`config.mk`:
```
export PLATFORM = sky130hd
export DESIGN_NAME = alu_seq
export DESIGN_NICKNAME = d
export VERILOG_FILES = /design/src/rtl/alu_pkg.sv /design/src/rtl/alu_div.sv /design/src/rtl/alu_seq.sv
export SDC_FILE = /design/constraint.sdc
export NUM_CORES = 2
export LEC_CHECK = 0
export ABC_AREA = 0
export BUFFER_PORTS_ARGS = -buffer_cell sky130_fd_sc_hd__buf_2
export CORE_ASPECT_RATIO = 1.2
export CORE_MARGIN = 8
export CORE_UTILIZATION = 30
export DETAILED_ROUTE_END_ITERATION = 7
export GPL_TIMING_DRIVEN = 0
export PLACE_DENSITY = 0.52
export SLEW_MARGIN = 10
export SYNTH_ARGS = -nofsm -noshare
export SYNTH_HDL_FRONTEND = slang
export SYNTH_SLANG_ARGS = --single-unit
```
`constraint.sdc`:
```
create_clock -name clk -period 8.5 [get_ports clk]
set_input_delay 1.275 -clock clk [delete_from_list [all_inputs] [get_ports clk]]
set_output_delay 1.275 -clock clk [all_outputs]
set_load 0.03 [all_outputs]
```
`src/rtl/alu_pkg.sv`:
```
// Shared definitions for the sequential ALU: funct codes, FSM states, single-cycle result mux.
// Latency: n/a (package, no state).
// Backpressure: n/a.
package alu_pkg;

  localparam logic [5:0] F_SLL  = 6'h00;
  localparam logic [5:0] F_SRL  = 6'h02;
  localparam logic [5:0] F_MFHI = 6'h10;
  localparam logic [5:0] F_MFLO = 6'h12;
  localparam logic [5:0] F_MULT = 6'h18;
  localparam logic [5:0] F_DIV  = 6'h1A;
  localparam logic [5:0] F_ADD  = 6'h20;
  localparam logic [5:0] F_SUB  = 6'h22;
  localparam logic [5:0] F_AND  = 6'h24;
  localparam logic [5:0] F_OR   = 6'h25;
  localparam logic [5:0] F_XOR  = 6'h26;
  localparam logic [5:0] F_NOR  = 6'h27;
  localparam logic [5:0] F_SLT  = 6'h2A;

  typedef enum logic [1:0] {
    IDLE = 2'd0,
    MUL  = 2'd1,
    DIV  = 2'd2,
    RESP = 2'd3
  } state_t;

  // Result of every op that completes in the accept cycle. MULT/DIV and
  // unknown codes fall through to zero: their response beat carries 0.
  function automatic logic [31:0] alu_single(
    input logic [5:0]  funct,
    input logic [4:0]  shamt,
    input logic [31:0] a,
    input logic [31:0] b,
    input logic [31:0] hi,
    input logic [31:0] lo
  );
    logic [31:0] res;
    res = 32'd0;
    case (funct)
      F_SLL:   res = a << shamt;
      F_SRL:   res = a >> shamt;
      F_MFHI:  res = hi;
      F_MFLO:  res = lo;
      F_ADD:   res = a + b;
      F_SUB:   res = a - b;
      F_AND:   res = a & b;
      F_OR:    res = a | b;
      F_XOR:   res = a ^ b;
      F_NOR:   res = ~(a | b);
      F_SLT:   res = {31'd0, (a < b)};
      default: res = 32'd0;
    endcase
    return res;
  endfunction

endpackage

```
`src/rtl/alu_div.sv`:
```
// Radix-2 restoring unsigned divider, one quotient bit per cycle.
// Latency: start -> done pulse after DIV_CYCLES iterations + 1 cycle; divide by zero gives q=all ones, r=dividend.
// Backpressure: none; caller must hold off a new start until done.
// Ports: clk, rst_n (sync, active-low); start/dividend/divisor in; done pulse, quotient/remainder out (valid while done).
module alu_div #(
  parameter int DIV_CYCLES = 32
) (
  input  logic        clk,
  input  logic        rst_n,
  input  logic        start,
  input  logic [31:0] dividend,
  input  logic [31:0] divisor,
  output logic        done,
  output logic [31:0] quotient,
  output logic [31:0] remainder
);

  localparam logic [5:0] LAST = 6'(DIV_CYCLES - 1);

  logic        r_run;
  logic        r_done;
  logic [5:0]  r_cnt;
  logic [31:0] r_quo;
  logic [31:0] r_rem;
  logic [31:0] r_dvs;

  // Partial remainder shifted left with the next dividend bit; may need 33 bits.
  logic [32:0] w_shift;
  logic        w_ge;
  logic [31:0] w_sub;

  assign w_shift = {r_rem, r_quo[31]};
  assign w_ge    = (w_shift >= {1'b0, r_dvs});
  // When w_ge holds the true difference is below the divisor, so 32 bits suffice.
  assign w_sub   = w_shift[31:0] - r_dvs;

  always_ff @(posedge clk) begin
    if (!rst_n) begin
      r_run  <= 1'b0;
      r_done <= 1'b0;
      r_cnt  <= 6'd0;
      r_quo  <= 32'd0;
      r_rem  <= 32'd0;
      r_dvs  <= 32'd0;
    end else begin
      r_done <= 1'b0;
      if (start) begin
        r_run <= 1'b1;
        r_cnt <= 6'd0;
        r_quo <= dividend;
        r_rem <= 32'd0;
        r_dvs <= divisor;
      end else if (r_run) begin
        r_quo <= {r_quo[30:0], w_ge};
        r_rem <= w_ge ? w_sub : w_shift[31:0];
        r_cnt <= r_cnt + 6'd1;
        if (r_cnt == LAST) begin
          r_run  <= 1'b0;
          r_done <= 1'b1;
        end
      end
    end
  end

  assign done      = r_done;
  assign quotient  = r_quo;
  assign remainder = r_rem;

endmodule

```
`src/rtl/alu_seq.sv`:
```
// Sequential ALU: single-cycle ops, fixed-latency multiply, optional iterative divide (macro ALU_SEQ_DIV_EN).
// Latency: 1 cycle for single-cycle ops, MUL_CYCLES+1 for mult, DIV_CYCLES+2 for div.
// Backpressure: one op in flight; in_ready low until the response beat is taken (out_valid && out_ready).
// Ports: clk, rst_n (sync, active-low); in_valid/in_ready + funct/shamt/a/b request; out_valid/out_ready + out response; busy.
import alu_pkg::*;

module alu_seq #(
  parameter int MUL_CYCLES = 4,
  parameter int DIV_CYCLES = 32
) (
  input  logic        clk,
  input  logic        rst_n,
  input  logic        in_valid,
  output logic        in_ready,
  input  logic [5:0]  funct,
  input  logic [4:0]  shamt,
  input  logic [31:0] a,
  input  logic [31:0] b,
  output logic        out_valid,
  input  logic        out_ready,
  output logic [31:0] out,
  output logic        busy
);

  localparam logic [3:0] MUL_LAST = 4'(MUL_CYCLES - 1);

  state_t      r_state;
  state_t      w_state_nxt;
  logic [31:0] r_a;
  logic [31:0] r_b;
  logic [31:0] r_hi;
  logic [31:0] r_lo;
  logic [31:0] r_out;
  logic [3:0]  r_cnt;

  logic        w_accept;
  logic        w_mul_done;
  logic [63:0] w_prod;

`ifdef ALU_SEQ_DIV_EN
  logic        w_div_start;
  logic        w_div_done;
  logic        w_div_fin;
  logic [31:0] w_quo;
  logic [31:0] w_rem;

  alu_div #(.DIV_CYCLES(DIV_CYCLES)) u_div (
    .clk       (clk),
    .rst_n     (rst_n),
    .start     (w_div_start),
    .dividend  (a),
    .divisor   (b),
    .done      (w_div_done),
    .quotient  (w_quo),
    .remainder (w_rem)
  );
`endif

  // Gated by rst_n so nothing is accepted, and ready reads low, in a reset cycle.
  assign in_ready  = rst_n && (r_state == IDLE);
  assign w_accept  = in_valid && in_ready;
  assign out_valid = (r_state == RESP);
  assign out       = r_out;
  assign busy      = (r_state == MUL) || (r_state == DIV);
  assign w_prod    = {32'd0, r_a} * {32'd0, r_b};

  always_comb begin
    w_state_nxt = r_state;
    w_mul_done  = 1'b0;
`ifdef ALU_SEQ_DIV_EN
    w_div_start = 1'b0;
    w_div_fin   = 1'b0;
`endif
    case (r_state)
      IDLE: begin
        if (w_accept) begin
          if (funct == F_MULT) begin
            w_state_nxt = MUL;
          end
`ifdef ALU_SEQ_DIV_EN
          else if (funct == F_DIV) begin
            w_state_nxt = DIV;
            w_div_start = 1'b1;
          end
`endif
          else begin
            w_state_nxt = RESP;
          end
        end
      end
      MUL: begin
        if (r_cnt == MUL_LAST) begin
          w_mul_done  = 1'b1;
          w_state_nxt = RESP;
        end
      end
      DIV: begin
`ifdef ALU_SEQ_DIV_EN
        if (w_div_done) begin
          w_div_fin   = 1'b1;
          w_state_nxt = RESP;
        end
`else
        w_state_nxt = IDLE;
`endif
      end
      RESP: begin
        if (out_ready) begin
          w_state_nxt = IDLE;
        end
      end
      default: w_state_nxt = IDLE;
    endcase
  end

  always_ff @(posedge clk) begin
    if (!rst_n) begin
      r_state <= IDLE;
    end else begin
      r_state <= w_state_nxt;
    end
  end

  always_ff @(posedge clk) begin
    if (!rst_n) begin
      r_a   <= 32'd0;
      r_b   <= 32'd0;
      r_hi  <= 32'd0;
      r_lo  <= 32'd0;
      r_out <= 32'd0;
      r_cnt <= 4'd0;
    end else begin
      if (w_accept) begin
        r_a   <= a;
        r_b   <= b;
        r_cnt <= 4'd0;
        r_out <= alu_single(funct, shamt, a, b, r_hi, r_lo);
      end
      if ((r_state == MUL) && !w_mul_done) begin
        r_cnt <= r_cnt + 4'd1;
      end
      // hi/lo move only here, on multi-cycle completion.
      if (w_mul_done) begin
        r_hi  <= w_prod[63:32];
        r_lo  <= w_prod[31:0];
        r_out <= 32'd0;
      end
`ifdef ALU_SEQ_DIV_EN
      if (w_div_fin) begin
        r_hi  <= w_rem;
        r_lo  <= w_quo;
        r_out <= 32'd0;
      end
`endif
    end
  end

endmodule
```
==> results.ini <==
[power_and_ir_drop]
irDropWorstVdd_mv = 0.155
p_leak_nw = 24.9
power.density_mw_per_mm2 = 175
finalPower_w = 0.00923

[detailed_routing]
drtAntennaViolNets = 0
wire_per_inst_um = 30.7
route.detailed.drc = 0
via_count = 43115
routed_via_density = 5.45
firstDrtPassIters = 6
drt_iter0_drc = 4402
routed_wl_um = 243000

[sta]
max-slew-margin-rel = 0.0984
setup_violations = 0
rsz0062_at_grt = yes
finalHoldWorstSlack_ns = 0.465
finalCriticalPeriod_ns = 8.42
finalCritPeriodShare = 0.991
tns_ns = 0
worst_pin_slew_ns = 1.34
max_freq_ghz = 0.119
hold_viol = 0
fin_skew_ns = 0.0233
slew_violations = 0

[placed_design]
gp_congestion = 1.03
hpwl_um = 204000
placed_cells = 7867
io_buffers = 109

[final_layout]
nNetsFinal = 7112
drive_gt1_frac = 0.0872
fin_util = 0.329
layout_commonest_cell = inv_1
final_cell_mix = inv_1 (1015), fa_1 (897), nand2_1 (678)
fill_cells = 17065
synthToLayoutAreaGrowth_pct = 9.42
stdcell_count = 7910

[critical_path]
critPathLaunch = r_b[18]$_SDFFE_PN0P_
startpoint_type = register
r2r-start = r_b[18]$_SDFFE_PN0P_
worst-path-max-fanout = 10
worstPathRequired_ns = 8.89
worstPathArrival_ns = 8.82
endpoint_kind = register
critical_path_class = register to register

[global_routing]
first_global_vias = 44853
grt_start_max_net_pins = 17
grt_pass1_wl_um = 342000
gr-total-overflow = 0
grt.total_usage = 0.275
antenna_found_initial = 13

[yosys]
yosysSeqAreaShare = 0.0691
synthArstFlopShare = 0
avgSynthCellArea_um2 = 8.53
synth_edf_count = 0
synth_top_area_cell = fa_1
synthTopCellsByArea = fa_1 (37%), ha_1 (9.5%), and2_1 (8.1%)
ys_warn_count = 0
syn-instance-count = 5638
syn-num-nets = 6979
ys_ff_latch = 166
netlist_area_mm2 = 0.0481
synth.top_cell.area_share = 0.374
ys.flop_type = dfxtp_1
synth_cell_types = 92

[run_status]
status = finished, final reports clean

[cts]
cts_tree = built
cts.reportedPaths.clkPinSlew_ns = 0.08
cts_buffer_depth = 2
clk_latency_ns = 0.51
root_buffer = clkbuf_16
numClockSinks = 166
htreeDepth = 4
cts_made_buffers = 17

[hold_path]
hold_start = out[27]$_SDFFE_PP0P_
hp-class = register to register

[floorplan]
die_h_um = 455
placementRows = 161
start_util = 0.301
core_mm2 = 0.160
die_area_mm2 = 0.174
fp.dieW_um = 382
ios = 114

[job]
maxCapViolCount = 0

## cells by family (layout without fill, tap and decap cells)
family	after synthesis	after routing	share of synthesized area
buf+inv	1382	1527	0.109
flops	166	166	0.0691
other cells	0	8	0
mux	122	122	0.0404
simple gates	1749	1749	0.180
xor+xnor	63	63	0.0115
compound gates	894	894	0.122
fa+ha+maj	1262	1262	0.468
## final timing paths
kind / slack, ns / endpoint / depth (start not counted)
setup / recovery: 0.08 / r_hi[27]$_SDFFE_PN0P_ / 24
hold reg to reg: 0.46 / out[27]$_SDFFE_PP0P_ / 2
hold / removal: 0.46 / out[27]$_SDFFE_PP0P_ / 2
setup reg to reg: 0.08 / r_hi[27]$_SDFFE_PN0P_ / 24
## Yosys cell counts (25+ instances only)
master / count
inv_1: 1015
fa_1: 898
nand2_1: 678
and2_1: 622
ha_1: 364
clkbuf_1: 305
o21ai_0: 264
a21oi_1: 185
nor2_1: 182
dfxtp_1: 166
nand3_1: 100
a21o_1: 75
mux2i_1: 59
mux4_2: 57
xnor2_1: 35
buf_2: 34
o211ai_1: 34
nor3_1: 33
a211oi_1: 32
o21bai_1: 28
xor2_1: 28
a221oi_1: 25
a31oi_1: 25
## per-layer routing
metal / vias up / part of all wire / global-route usage
li1: 18066 / - / -
met1: 21993 / 0.38 / 0.333
met2: 2382 / 0.45 / 0.448
met3: 672 / 0.077 / 0.0459
met4: 2 / 0.087 / 0.190
met5: - / 0.000062 / 0
## state kept, by name, summed over array words and instances, names as in the netlist
name     count
r_b         32
r_a         32
r_hi        32
r_state      2
r_lo        32
r_cnt        4
out         32
## layout make-up
cell class / count / area (µm²) / share of cell area
Timing Repair Buffer: 115 / 603 / 0.0115
Tap cell: 2119 / 2650 / 0.0504
Antenna cell: 8 / 20.0 / 0.000380
Clock buffer: 17 / 425 / 0.00808
Multi-Input combinational cell: 4090 / 39700 / 0.753
Sequential cell: 166 / 3380 / 0.0642
Clock inverter: 14 / 141 / 0.00269
Inverter: 1019 / 3820 / 0.0726
Buffer: 362 / 1950 / 0.0371
## metrics by stage
stage	area, µm²	setup slack, ns
2_1_floorplan	48100	1.26
3_3_place_gp	51300	-1.64
3_5_place_dp	51300	-1.51
4_1_cts	52500	0.00151
5_1_grt	52600	-0.0502
6_report	52700	0.0790
## worst max-delay path, stage by stage, from the launching register on
cell and delay [ns]:
dfxtp_2 0.60, buf_2 0.50, nand2_1 0.15, fa_1 0.52
fa_1 0.54, inv_1 0.05, fa_1 0.48, fa_1 0.54
fa_1 0.60, fa_1 0.45, fa_1 0.60, inv_1 0.08
fa_1 0.49, inv_1 0.05, ha_1 0.41, nand4_1 0.19
or3_1 0.42, nor2_1 0.09, and3_1 0.24, o211ai_1 0.12
buf_4 0.19, a21o_1 0.23, a311oi_4 0.34, o21ai_0 0.13
a32o_1 0.27
## power breakdown
| part | switching, W | leakage, nW | internal (W) |
|---|---|---|---|
| clock network | 0.000411 | 0.271 | 0.000409 |
| logic | 0.00498 | 23.3 | 0.00232 |
| registers | 0.000242 | 1.37 | 0.000864 |
| total | 0.00563 | 24.9 | 0.00360 |
## repair_timing
action / 4_1_cts / 5_1_grt
resized for setup: 263 / 156
endpoints found under the setup margin: 37 / 28
setup buffers: 3 / 2
pin swaps: 2 / 2
gates cloned: 0 / 0
endpoints found under the hold margin: 0 / 0
hold buffers: 0 / 0
No activity file was read; power rests on OpenSTA's default activity.
